<file path="config.mk">
export PLATFORM = sky130hd
export DESIGN_NAME = if_fetch_flat
export DESIGN_NICKNAME = d
export VERILOG_FILES = /design/src/rtl/if_fetch_pkg.sv /design/src/rtl/if_fetch_if.sv /design/src/rtl/if_fifo.sv /design/src/rtl/if_fetch.sv /design/src/flat_wrapper.sv
export SDC_FILE = /design/constraint.sdc
export NUM_CORES = 1
export LEC_CHECK = 0
export ABC_AREA = 1
export CORE_UTILIZATION = 60
export CTS_CLUSTER_DIAMETER = 40
export DETAILED_ROUTE_END_ITERATION = 7
export PLACE_DENSITY_LB_ADDON = 0.2
export SLEW_MARGIN = 15
export SYNTH_ARGS = -nofsm -noshare
export SYNTH_HDL_FRONTEND = slang
export SYNTH_SLANG_ARGS = --single-unit
</file>
<file path="constraint.sdc">
create_clock -name i_clk -period 12 [get_ports i_clk]
set_clock_uncertainty 0.2 [all_clocks]
set_input_delay 2.4 -clock i_clk [delete_from_list [all_inputs] [get_ports i_clk]]
set_output_delay 2.4 -clock i_clk [all_outputs]
set_load 0.02 [all_outputs]
</file>
<file path="src/rtl/if_fetch_pkg.sv">
// if_fetch_pkg: shared constants and the {pc,inst} entry type for the fetch stage
package if_fetch_pkg;
  localparam logic [31:0] ZERO_WORD    = 32'h0000_0000;
  localparam logic [31:0] INST_NOP     = 32'h0000_0013;
  localparam logic [31:0] RESET_PC_DEF = 32'h0000_0000;
  typedef struct packed {
    logic [31:0] pc;
    logic [31:0] inst;
  } fetch_t;
endpackage

</file>
<file path="src/rtl/if_fetch_if.sv">
// if_fetch_if: instruction memory request/response bus between fetch (master) and memory (slave)
interface if_fetch_if;
  logic        o_imem_req;
  logic [31:0] o_imem_addr;
  logic        i_imem_gnt;
  logic        i_imem_rvalid;
  logic [31:0] i_imem_rdata;
  modport master (output o_imem_req, o_imem_addr, input i_imem_gnt, i_imem_rvalid, i_imem_rdata);
  modport slave  (input o_imem_req, o_imem_addr, output i_imem_gnt, i_imem_rvalid, i_imem_rdata);
endinterface

</file>
<file path="src/rtl/if_fifo.sv">
// if_fifo: synchronous {pc,inst} FIFO with push/pop/clear and occupancy count
module if_fifo
  import if_fetch_pkg::*;
#(
  parameter int DEPTH = 4,
  localparam int AW = $clog2(DEPTH)
) (
  input  logic    i_clk,
  input  logic    i_reset,
  input  logic    i_push,
  input  logic    i_pop,
  input  logic    i_clear,
  input  fetch_t  i_data,
  output fetch_t  o_data,
  output logic [AW:0] o_count
);
  fetch_t r_mem [DEPTH];
  logic [AW-1:0] r_wr, r_rd;
  logic [AW:0] r_cnt;
  // pointers and count; clear empties the queue in one cycle
  always_ff @(posedge i_clk) begin
    if (i_reset || i_clear) begin
      r_wr  <= '0;
      r_rd  <= '0;
      r_cnt <= '0;
    end else begin
      r_wr  <= r_wr + AW'(i_push);
      r_rd  <= r_rd + AW'(i_pop);
      r_cnt <= r_cnt + (AW+1)'(i_push) - (AW+1)'(i_pop);
    end
  end
  // storage needs no reset; occupancy decides what is valid
  always_ff @(posedge i_clk) begin
    if (i_push) r_mem[r_wr] <= i_data;
  end
  assign o_data  = r_mem[r_rd];
  assign o_count = r_cnt;
endmodule

</file>
<file path="src/rtl/if_fetch.sv">
// if_fetch: PC, pipelined imem requests, response FIFO and IF/ID register (optional IF_MISALIGN_CHECK_EN)
module if_fetch
  import if_fetch_pkg::*;
#(
  parameter logic [31:0] RESET_PC   = RESET_PC_DEF,
  parameter int          FIFO_DEPTH = 4,
  parameter logic [31:0] NOP_INST   = INST_NOP
) (
  input  logic        i_clk,
  input  logic        i_reset,
  if_fetch_if.master  imem,
  input  logic        i_stall,
  input  logic        i_jump_flag,
  input  logic [31:0] i_jump_addr,
  output logic [31:0] o_pc_addr,
  output logic [31:0] o_inst_data,
  output logic        o_inst_valid
`ifdef IF_MISALIGN_CHECK_EN
  ,
  output logic        o_misalign
`endif
);
  localparam int CW = $clog2(FIFO_DEPTH) + 1;
  logic [31:0]   r_pc, r_pc_addr, r_inst_data;
  logic          r_inst_valid;
  logic [CW-1:0] r_inflight, r_kill, w_cnt;
  logic          w_fire, w_rv, w_take, w_adv, w_empty, w_pop, w_bypass, w_push;
  fetch_t        w_in, w_head;
  assign imem.o_imem_req  = !i_reset && !i_jump_flag &&
                            (({1'b0, r_inflight} + {1'b0, w_cnt}) < (CW+1)'(FIFO_DEPTH));
  assign imem.o_imem_addr = r_pc;
  assign w_fire   = imem.o_imem_req && imem.i_imem_gnt;
  assign w_rv     = imem.i_imem_rvalid;
  assign w_take   = w_rv && r_kill == '0 && !i_jump_flag;
  assign w_in     = '{pc: r_pc - 32'({r_inflight, 2'b00}), inst: imem.i_imem_rdata};
  assign w_adv    = !i_jump_flag && !i_stall;
  assign w_empty  = w_cnt == '0;
  assign w_pop    = w_adv && !w_empty;
  assign w_bypass = w_adv && w_empty && w_take;
  assign w_push   = w_take && !w_bypass;
  if_fifo #(.DEPTH(FIFO_DEPTH)) u_fifo (
    .i_clk   (i_clk),
    .i_reset (i_reset),
    .i_push  (w_push),
    .i_pop   (w_pop),
    .i_clear (i_jump_flag),
    .i_data  (w_in),
    .o_data  (w_head),
    .o_count (w_cnt)
  );
  // pc, in-flight count and number of stale responses still to discard
  always_ff @(posedge i_clk) begin
    if (i_reset) begin
      r_pc       <= RESET_PC;
      r_inflight <= '0;
      r_kill     <= '0;
    end else begin
      r_pc       <= i_jump_flag ? (i_jump_addr & 32'hFFFF_FFFC) : (w_fire ? r_pc + 32'd4 : r_pc);
      r_inflight <= r_inflight + CW'(w_fire) - CW'(w_rv);
      r_kill     <= i_jump_flag ? r_inflight - CW'(w_rv) : r_kill - CW'(w_rv && r_kill != '0);
    end
  end
  // IF/ID register: flush beats stall; an empty FIFO lets a fresh response through directly
  always_ff @(posedge i_clk) begin
    if (i_reset) begin
      r_pc_addr    <= ZERO_WORD;
      r_inst_data  <= NOP_INST;
      r_inst_valid <= 1'b0;
    end else if (i_jump_flag) begin
      r_inst_data  <= NOP_INST;
      r_inst_valid <= 1'b0;
    end else if (!i_stall) begin
      r_pc_addr    <= w_pop ? w_head.pc : (w_bypass ? w_in.pc : r_pc_addr);
      r_inst_data  <= w_pop ? w_head.inst : (w_bypass ? w_in.inst : NOP_INST);
      r_inst_valid <= w_pop || w_bypass;
    end
  end
  assign o_pc_addr    = r_pc_addr;
  assign o_inst_data  = r_inst_data;
  assign o_inst_valid = r_inst_valid;
`ifdef IF_MISALIGN_CHECK_EN
  logic r_misalign;
  // one-cycle flag for a redirect target that is not word aligned
  always_ff @(posedge i_clk) begin
    r_misalign <= !i_reset && i_jump_flag && (i_jump_addr[1:0] != 2'b00);
  end
  assign o_misalign = r_misalign;
`endif
endmodule

</file>
<file path="src/flat_wrapper.sv">
// flat-port wrapper written by rule: the top's interface ports become plain ports
module if_fetch_flat import if_fetch_pkg::*;
#(
  parameter logic [31:0] RESET_PC   = RESET_PC_DEF,
  parameter int          FIFO_DEPTH = 4,
  parameter logic [31:0] NOP_INST   = INST_NOP
)
  (i_clk, i_reset, i_stall, i_jump_flag, i_jump_addr, o_pc_addr, o_inst_data, o_inst_valid, imem_o_imem_req, imem_o_imem_addr, imem_i_imem_gnt, imem_i_imem_rvalid, imem_i_imem_rdata);
  if_fetch_if imem_i ();
  input  logic i_clk;
  input  logic i_reset;
  input  logic i_stall;
  input  logic i_jump_flag;
  input  logic [31:0] i_jump_addr;
  output logic [31:0] o_pc_addr;
  output logic [31:0] o_inst_data;
  output logic o_inst_valid;
  output wire logic [$bits(imem_i.o_imem_req)-1:0] imem_o_imem_req;
  output wire logic [$bits(imem_i.o_imem_addr)-1:0] imem_o_imem_addr;
  input wire logic [$bits(imem_i.i_imem_gnt)-1:0] imem_i_imem_gnt;
  input wire logic [$bits(imem_i.i_imem_rvalid)-1:0] imem_i_imem_rvalid;
  input wire logic [$bits(imem_i.i_imem_rdata)-1:0] imem_i_imem_rdata;
  assign imem_o_imem_req = imem_i.o_imem_req;
  assign imem_o_imem_addr = imem_i.o_imem_addr;
  assign imem_i.i_imem_gnt = imem_i_imem_gnt;
  assign imem_i.i_imem_rvalid = imem_i_imem_rvalid;
  assign imem_i.i_imem_rdata = imem_i_imem_rdata;
  if_fetch #(.RESET_PC(RESET_PC), .FIFO_DEPTH(FIFO_DEPTH), .NOP_INST(NOP_INST)) u_core (.i_clk(i_clk), .i_reset(i_reset), .imem(imem_i), .i_stall(i_stall), .i_jump_flag(i_jump_flag), .i_jump_addr(i_jump_addr), .o_pc_addr(o_pc_addr), .o_inst_data(o_inst_data), .o_inst_valid(o_inst_valid));
endmodule
</file>
Word-level counts from Yosys, hierarchy flattened
Memory sizes are Yosys's and may differ from the RTL's. A register that Yosys moved wholly into a read port is not among the register bits.
Cells that the tools add are included.
{"block": "totals", "register_bits": 110, "ram_bits": 256, "elab_cells": 60, "n_memories": 1}
{"block": "classes", "addsub": 11, "magnitude_cmp": 1, "mux": 10, "bitwise": 2, "reduce_logical": 25}
{"memory": "u_core.u_fifo.r_mem", "words": 4, "word_bits": 64, "rd": 1, "rd_clocked_by_memory_dff": 1, "wr": 1, "line_no": "if_fifo.sv:17", "source": "fetch_t r_mem [DEPTH];"}
{"operator": "$mux W32", "n": 6}
{"operator": "$add A32 B3 Y32 const B", "n": 1}
{"operator": "$sub A32 B5 Y32", "n": 1}
{"operator": "$sub A3 B1 Y3", "n": 4}
{"operator": "$logic_and A1 B1 Y1", "n": 11}
{"operator": "$add A3 B1 Y3", "n": 2}
{"operator": "$logic_not A3 Y1", "n": 2}
{"operator": "$logic_not A1 Y1", "n": 5}
{"operator": "$add A2 B1 Y2", "n": 2}
{"operator": "$add A3 B3 Y4", "n": 1}
{"operator": "$lt A4 B3 Y1 const B", "n": 1}
{"operator": "$reduce_bool A2 Y1", "n": 2}
{"operator": "$mux W3", "n": 1}
{"operator": "$reduce_and A3 Y1", "n": 1}
{"operator": "$reduce_bool A3 Y1", "n": 1}
{"operator": "$logic_or A1 B1 Y1", "n": 2}
{"operator": "$mux W1", "n": 2}
{"operator": "$mux W2", "n": 1}
{"operator": "$not A1 Y1", "n": 2}
{"operator": "$reduce_or A2 Y1", "n": 1}

Logic depth before layout (Yosys ltp)
Gate-level depths: netlist of run 1.
{"block": "logic_depth", "ltp_word": 8, "mapped_depth": 14, "depth_no_buf": 14}

Cells and area by module
From an unflattened synthesis of run 1, not the netlist that was laid out.
{"block": "unflattened", "hier_cells": 1762, "hier_area_um2": 16600.9}
{"mod": "if_fifo", "instances": 1, "cells_per_inst": 789, "area_each_um2": 10326.2, "seq_area_each_um2": 7827.5}
{"mod": "if_fetch", "instances": 1, "cells_per_inst": 973, "area_each_um2": 6274.8, "seq_area_each_um2": 2021.9}

Worst setup path after synthesis of run 1
Ideal clock, no wire load.
{"block": "synth_timing", "kind": "input port to flip-flop", "startpoint": "input i_stall", "endpoint": "memory u_core.u_fifo.r_mem[0][0] (netlist name), enable pin", "setup_ns": 0.559, "t_arrival_ns": 7.110, "t_required_ns": 11.241, "slack_ns": 4.132, "stages": 7, "path_buffers": 1, "path_cell_list": "buf_2 inv_2 nand2_4 nor2_4 inv_1 nand2_1 nor3_1"}
{"block": "synth_between", "elab_chain_cells": 8}
{"item": "start: declaration", "line_no": "flat_wrapper.sv:12", "source": "input logic i_stall;"}
{"item": "$logic_not A1 Y1", "line_no": "if_fetch.sv:36", "source": "assign w_adv = !i_jump_flag && !i_stall;"}
{"item": "$logic_and A1 B1 Y1", "line_no": "if_fetch.sv:36"}
{"item": "$logic_and A1 B1 Y1 (2 in series)", "line_no": "if_fetch.sv:39", "source": "assign w_bypass = w_adv && w_empty && w_take;"}
{"item": "$logic_not A1 Y1", "line_no": "if_fetch.sv:40", "source": "assign w_push = w_take && !w_bypass;"}
{"item": "$logic_and A1 B1 Y1", "line_no": "if_fetch.sv:40"}
{"item": "$mux W1", "line_no": "if_fifo.sv:34", "source": "if (i_push) r_mem[r_wr] <= i_data;"}
{"item": "$mux W1 (not written as such)", "line_no": "if_fifo.sv:34"}
{"item": "end: declaration", "line_no": "if_fifo.sv:17"}
No other way between the ends.

Final worst setup path of run 1
{"block": "layout_timing", "startpoint": "input i_reset", "endpoint": "output imem_o_imem_req"}
{"block": "layout_between", "elab_chain_cells": 3}
{"item": "start: declaration", "line_no": "flat_wrapper.sv:11", "source": "input logic i_reset;"}
{"item": "$logic_not A1 Y1", "line_no": "if_fetch.sv:29", "source": "assign imem.o_imem_req = !i_reset && !i_jump_flag &&"}
{"item": "$logic_and A1 B1 Y1 (2 in series)", "line_no": "if_fetch.sv:29"}
{"item": "end: declaration", "line_no": "flat_wrapper.sv:18", "source": "output wire logic [$bits(imem_i.o_imem_req)-1:0] imem_o_imem_req;"}
No other way between the ends.

==> results.json, run 1 <==
{
  "hold_path.class": "reg2reg",
  "final_cell_mix": "nand2_1 (330), edfxtp_1 (248), nor2_1 (246), o21ai_0 (179), clkdlybuf4s50_1 (161)",
  "regArea_sq_mm": 0.00957,
  "row_count": 59,
  "maxCapViolCount": 0,
  "drcViolationCount": 0,
  "first_pass_iters": 6,
  "core_sq_mm": 0.0261,
  "cp_max_fo": 33,
  "ys_warn_count": 0,
  "antenna_found_initial": 1,
  "drtIter0Drc": 1218,
  "timing.final.setup_violations": 0,
  "fin_area_sq_mm": 0.0193,
  "cts_buffers": 46,
  "drt-total-wl_um": 41200,
  "path_clk_slew_ps": 50,
  "hold_buffers": 0,
  "place_hpwl_um": 25200,
  "slew_viol_final": 0,
  "hp-start": "u_core.o_pc_addr[12]",
  "num-fill-cells": 1842,
  "tns_ps": 0,
  "period_needed_ps": 6600,
  "vias_per_cell": 5.81,
  "drive_gt1_share_pct": 8.86,
  "synth_area_sq_mm": 0.0159,
  "clock-sinks": 354,
  "synth_cell_types": 43,
  "multi_input_comb_area_sq_mm": 0.00551,
  "final_common_cell": "nand2_1",
  "critPathLaunchType": "input pin",
  "grt_start_max_net_pins": 102,
  "rsz0062_at_grt": "false",
  "clk_latency_ps": 550,
  "grt_pass1_vias": 12200,
  "io_pins": 168,
  "grt_pass1_wl_um": 63100,
  "syn_area_per_cell_sq_um": 9.53,
  "r2r_start": "u_core.r_kill[2]",
  "place_congestion": 0.925,
  "fp.dieArea_sq_mm": 0.0272,
  "p_per_area_mw_per_mm2": 160,
  "postPlaceCellArea_sq_mm": 0.0177,
  "worstPathRequired_ps": 9400,
  "status": "completed",
  "track_usage_pct": 30.5,
  "slew_headroom_pct": 24.2,
  "tightest_slew_ps": 1130,
  "startpoint": "i_reset",
  "synth-seq-area-share_pct": 60.0,
  "root_buffer": "clkbuf_16",
  "syn_inst": 1673,
  "cts_resized": 0,
  "period_share_pct": 55.0,
  "postCtsSetupBuffers": 0,
  "final_core_util_pct": 73.9,
  "vias": 12700,
  "wire_per_inst_um": 18.8,
  "ys_seq_elements": 354,
  "fp.dieH_um": 165,
  "ir_drop_mv": 0.112,
  "die_width_um": 165,
  "area_growth_pct": 20.8,
  "fin_nets": 1903,
  "hold_violations": 0,
  "crit_type": "in2out",
  "ant_nets": 0,
  "p_leak_nw": 7.37,
  "end_kind": "output port",
  "arrival_ps": 4000,
  "start_util_pct": 61.2,
  "gr-total-overflow": 0,
  "port_buffers": 161,
  "max_freq_mhz": 152,
  "h-tree-depth": 2,
  "cts_max_path_buffers": 3,
  "tritoncts": "done"
}
layout make-up:
cell class                 instances  share of cell area [%]
antenna                            1                  0.0130
clock buffer                      54                    6.29
clock inverter                    30                    1.76
inverter                         122                    2.38
multi-input combinational       1111                    28.6
sequential                       354                    49.7
tap                              335                    2.18
timing repair buffer             179                    9.07
metrics by stage:
step / cells / power [mW] / hold slack (ps) / worst slack, ps
2_1_floorplan: 1676 / 1.61 / 320 / 4130
3_3_place_gp: 2101 / 1.74 / 260 / 5410
3_5_place_dp: 2101 / 1.74 / 261 / 5410
4_1_cts: 2185 / 3.10 / 272 / 5400
5_1_grt: 2186 / 3.19 / 304 / 5340
6_report: 2186 / 3.09 / 269 / 5400
final timing paths:
check | end | slack [ps] | cells past startpoint
max | imem_o_imem_req | 5400 | 5
min | u_core.o_pc_addr[12] | 270 | 2
max reg2reg | u_core.u_fifo.r_mem[1][57] | 8770 | 6
min reg2reg | u_core.o_pc_addr[12] | 270 | 2
cell usage after synthesis:
cell        n  area [sq um]
xnor2_1     4          35.0
dfxtp_1   106          2120
and3_1      1          6.26
inv_1     108           405
a22oi_1     1          7.51
a21oi_4     1          16.3
o221ai_1   10          87.6
clkbuf_1   37           139
ha_1       16           200
nand3_1    70           350
o22ai_1    54           338
nand3_2     3          30.0
nor2_1    246           923
or2_2       2          12.5
nand2_4     2          22.5
nand3b_1    1          7.51
o21ai_0   179           896
clkbuf_2    1          5.00
nor2_8      1          20.0
nand4_4     1          21.3
a21oi_1    69           345
and2_1      6          37.5
o21ai_1    16          80.1
nor3_4      3          48.8
nand2_1   330          1240
buf_1       6          22.5
nor2_4      8          90.1
edfxtp_1  248          7450
o211ai_1    2          15.0
buf_2      32           160
inv_2      14          52.6
nor3_1     10          50.1
nand2_2     9          56.3
buf_6       3          33.8
nand4_1     8          50.1
fa_1        3          60.1
nand3_4     2          35.0
conb_1      1          3.75
xor2_1     28           245
a31oi_1     6          37.5
nor2_2     11          68.8
nor3_2      4          40.0
buf_4      10          75.1
state kept, by name, indices dropped and copies added (netlist names):
name and count:
u_core.u_fifo.r_wr 2, u_core.r_inflight 3, u_core.o_inst_valid 1, u_core.imem.o_imem_addr 30, u_core.u_fifo.r_mem 248, u_core.u_fifo.o_count 3
u_core.o_inst_data 32, u_core.r_kill 3, u_core.u_fifo.r_rd 2, u_core.o_pc_addr 30
routing by layer:
layer	wire length, um	part of all wire [%]	global-route usage, %
met3	3180	7.7	4.19
met2	20300	49	52.3
met5	0	0	0
met1	16300	40	38.6
met4	1380	3.3	13.5
critical path, cell delays in order:
cell and delay (ps):
clkdlybuf4s50_1 450, buf_4 360, nor2_4 40, and3_1 200
clkdlybuf4s50_1 540
logic make-up after synthesis:
family / share of synthesized area, %
DFF: 60.0
adders and majority gates: 1.63
buffers and inverters: 5.60
xor gates and xnor gates: 1.76
other: 0.0235
AOI/OAI and AO/OA: 11.4
and+or+nand+nor: 19.5
report_power, final:
part / internal (mW) / total (mW) / switching, mW / leakage [nW]
registers: 1.36 / 1.39 / 0.0308 / 3.12
clock network: 0.825 / 1.37 / 0.541 / 0.752
logic: 0.115 / 0.332 / 0.217 / 3.50
total: 2.30 / 3.09 / 0.789 / 7.37
(Power assumes the default switching activity.)
==> inputs of run 2 (changes only) <==
--- a/config.mk
+++ b/config.mk
@@ -6,7 +6,7 @@
 export NUM_CORES = 1
 export LEC_CHECK = 0
 export ABC_AREA = 1
-export CORE_UTILIZATION = 60
+export CORE_UTILIZATION = 51
 export CTS_CLUSTER_DIAMETER = 40
 export DETAILED_ROUTE_END_ITERATION = 7
 export PLACE_DENSITY_LB_ADDON = 0.2
==> constraint.sdc (replaced) <==
create_clock -name i_clk -period 5.65 [get_ports i_clk]
set_clock_uncertainty 0.2 [all_clocks]
set_input_delay 1.13 -clock i_clk [delete_from_list [all_inputs] [get_ports i_clk]]
set_output_delay 1.13 -clock i_clk [all_outputs]
set_load 0.02 [all_outputs]
==> results.json, run 2 (synthesis results as in run 1) <==
{
  "cts_max_path_buffers": 3,
  "io_pins": 168,
  "drive_gt1_share_pct": 8.96,
  "place_congestion": 0.985,
  "top_register": "u_core.u_fifo.r_mem",
  "die_width_um": 179,
  "timing.final.setup_violations": 0,
  "worstPathRequired_ps": 4320,
  "final_common_cell": "nand2_1",
  "ir_drop_mv": 0.198,
  "track_usage_pct": 26.6,
  "largest_register_ffs": 248,
  "max_freq_mhz": 249,
  "fp.dieH_um": 179,
  "antennaDiodeCount": 0,
  "cp_max_fo": 30,
  "slew_viol_final": 0,
  "grt_pass1_wl_um": 65500,
  "fin_total_pwr_mw": 6.67,
  "clk_latency_ps": 540,
  "hp-start": "u_core.o_pc_addr[24]",
  "startpoint": "i_jump_flag",
  "core_sq_mm": 0.0307,
  "start_util_pct": 52.0,
  "cts_buffers": 46,
  "drt-total-wl_um": 41700,
  "gr-total-overflow": 0,
  "drtIter0Drc": 1077,
  "ant_nets": 0,
  "r2r_start": "u_core.imem.o_imem_addr[2]",
  "antenna_found_initial": 0,
  "drcViolationCount": 0,
  "hold_buffers": 0,
  "path_clk_slew_ps": 50,
  "period_needed_ps": 4010,
  "place_hpwl_um": 26300,
  "end_kind": "output port",
  "tightest_slew_ps": 1100,
  "wire_per_inst_um": 18.6,
  "tritoncts": "done",
  "cts_resized": 0,
  "slew_headroom_pct": 26.7,
  "p_leak_nw": 7.41,
  "port_buffers": 161,
  "area_growth_pct": 21.7,
  "grt_pass1_vias": 12000,
  "rsz0062_at_grt": "false",
  "wl_met2_um": 20000,
  "grt_start_max_net_pins": 91,
  "root_buffer": "clkbuf_16",
  "hold_violations": 0,
  "clock-sinks": 354,
  "highest_layer": "met4",
  "crit_type": "in2out",
  "worst_slack_ps": 1640,
  "postCtsSetupBuffers": 0,
  "arrival_ps": 2680,
  "vias": 12400,
  "first_pass_iters": 8,
  "met1_length_um": 17800,
  "maxCapViolCount": 0,
  "p_per_area_mw_per_mm2": 344,
  "status": "completed",
  "final_cell_mix": "nand2_1 (330), edfxtp_1 (248), nor2_1 (246), o21ai_0 (179), clkdlybuf4s50_1 (161)",
  "period_share_pct": 71.0,
  "fp.dieArea_sq_mm": 0.0320,
  "dp_slack_ps": 1450,
  "wl_met3_um": 2940,
  "row_count": 64,
  "critPathLaunchType": "input pin",
  "fin_nets": 1905,
  "hold_path.class": "reg2reg",
  "final_core_util_pct": 63.3,
  "h-tree-depth": 2,
  "vias_per_cell": 5.51
}
## run 2: cell count changes in the layout (fill, tap and decap cells not counted), sizes merged
cell	before	now
bufinv	4	6
buf	18	20
clkbuf	54	52
inv	129	131
diode	1	0
clkinvlp	4	5
clkinv	15	13
## run 2: final cells by class
cell class / instances / area (sq um)
flip-flops and latches: 354 / 9570
repair buffers: 181 / 1760
inverters: 122 / 458
multi-input cells: 1111 / 5510
clock buffers: 52 / 1220
fillers: 2521 / 11300
well taps: 396 / 495
clock inverters: 33 / 385
## run 2: where the power goes
part | total, mW | switching [mW] | internal, mW
sequential | 2.96 | 0.0661 | 2.89
clock | 3.01 | 1.15 | 1.85
combinational | 0.708 | 0.464 | 0.243
## run 2: worst paths after layout
check	slack, ps	cells past startpoint	to
worst min register to register	270	2	u_core.o_pc_addr[24]
worst max-delay path	1640	5	imem_o_imem_req
worst max register to register	2670	11	u_core.o_pc_addr[18]
worst min-delay path	270	2	u_core.o_pc_addr[24]
## run 2: critical path, cell delays in order
cell and delay (ps):
clkdlybuf4s50_1 450, buf_4 310, nor2_4 70, and3_1 180, clkdlybuf4s50_1 530
## run 2: routing by layer
layer,global-route usage (%),up-vias
met2,44.6,450
met1,35.5,5898
li1,-,5969
met3,4.20,73
met5,0,-
met4,8.16,0
## run 2: stage by stage
| stage | std cells | setup TNS, ps | hold WS, ps | area, sq um |
|---|---|---|---|---|
| detailed placement | 2164 | 0 | 264 | 17800 |
| finish | 2249 | 0 | 270 | 19400 |
| floorplan | 1676 | -235150 | 320 | 16000 |
| global placement | 2164 | 0 | 259 | 17800 |
| CTS | 2249 | 0 | 273 | 19400 |
| global route | 2249 | 0 | 293 | 19400 |
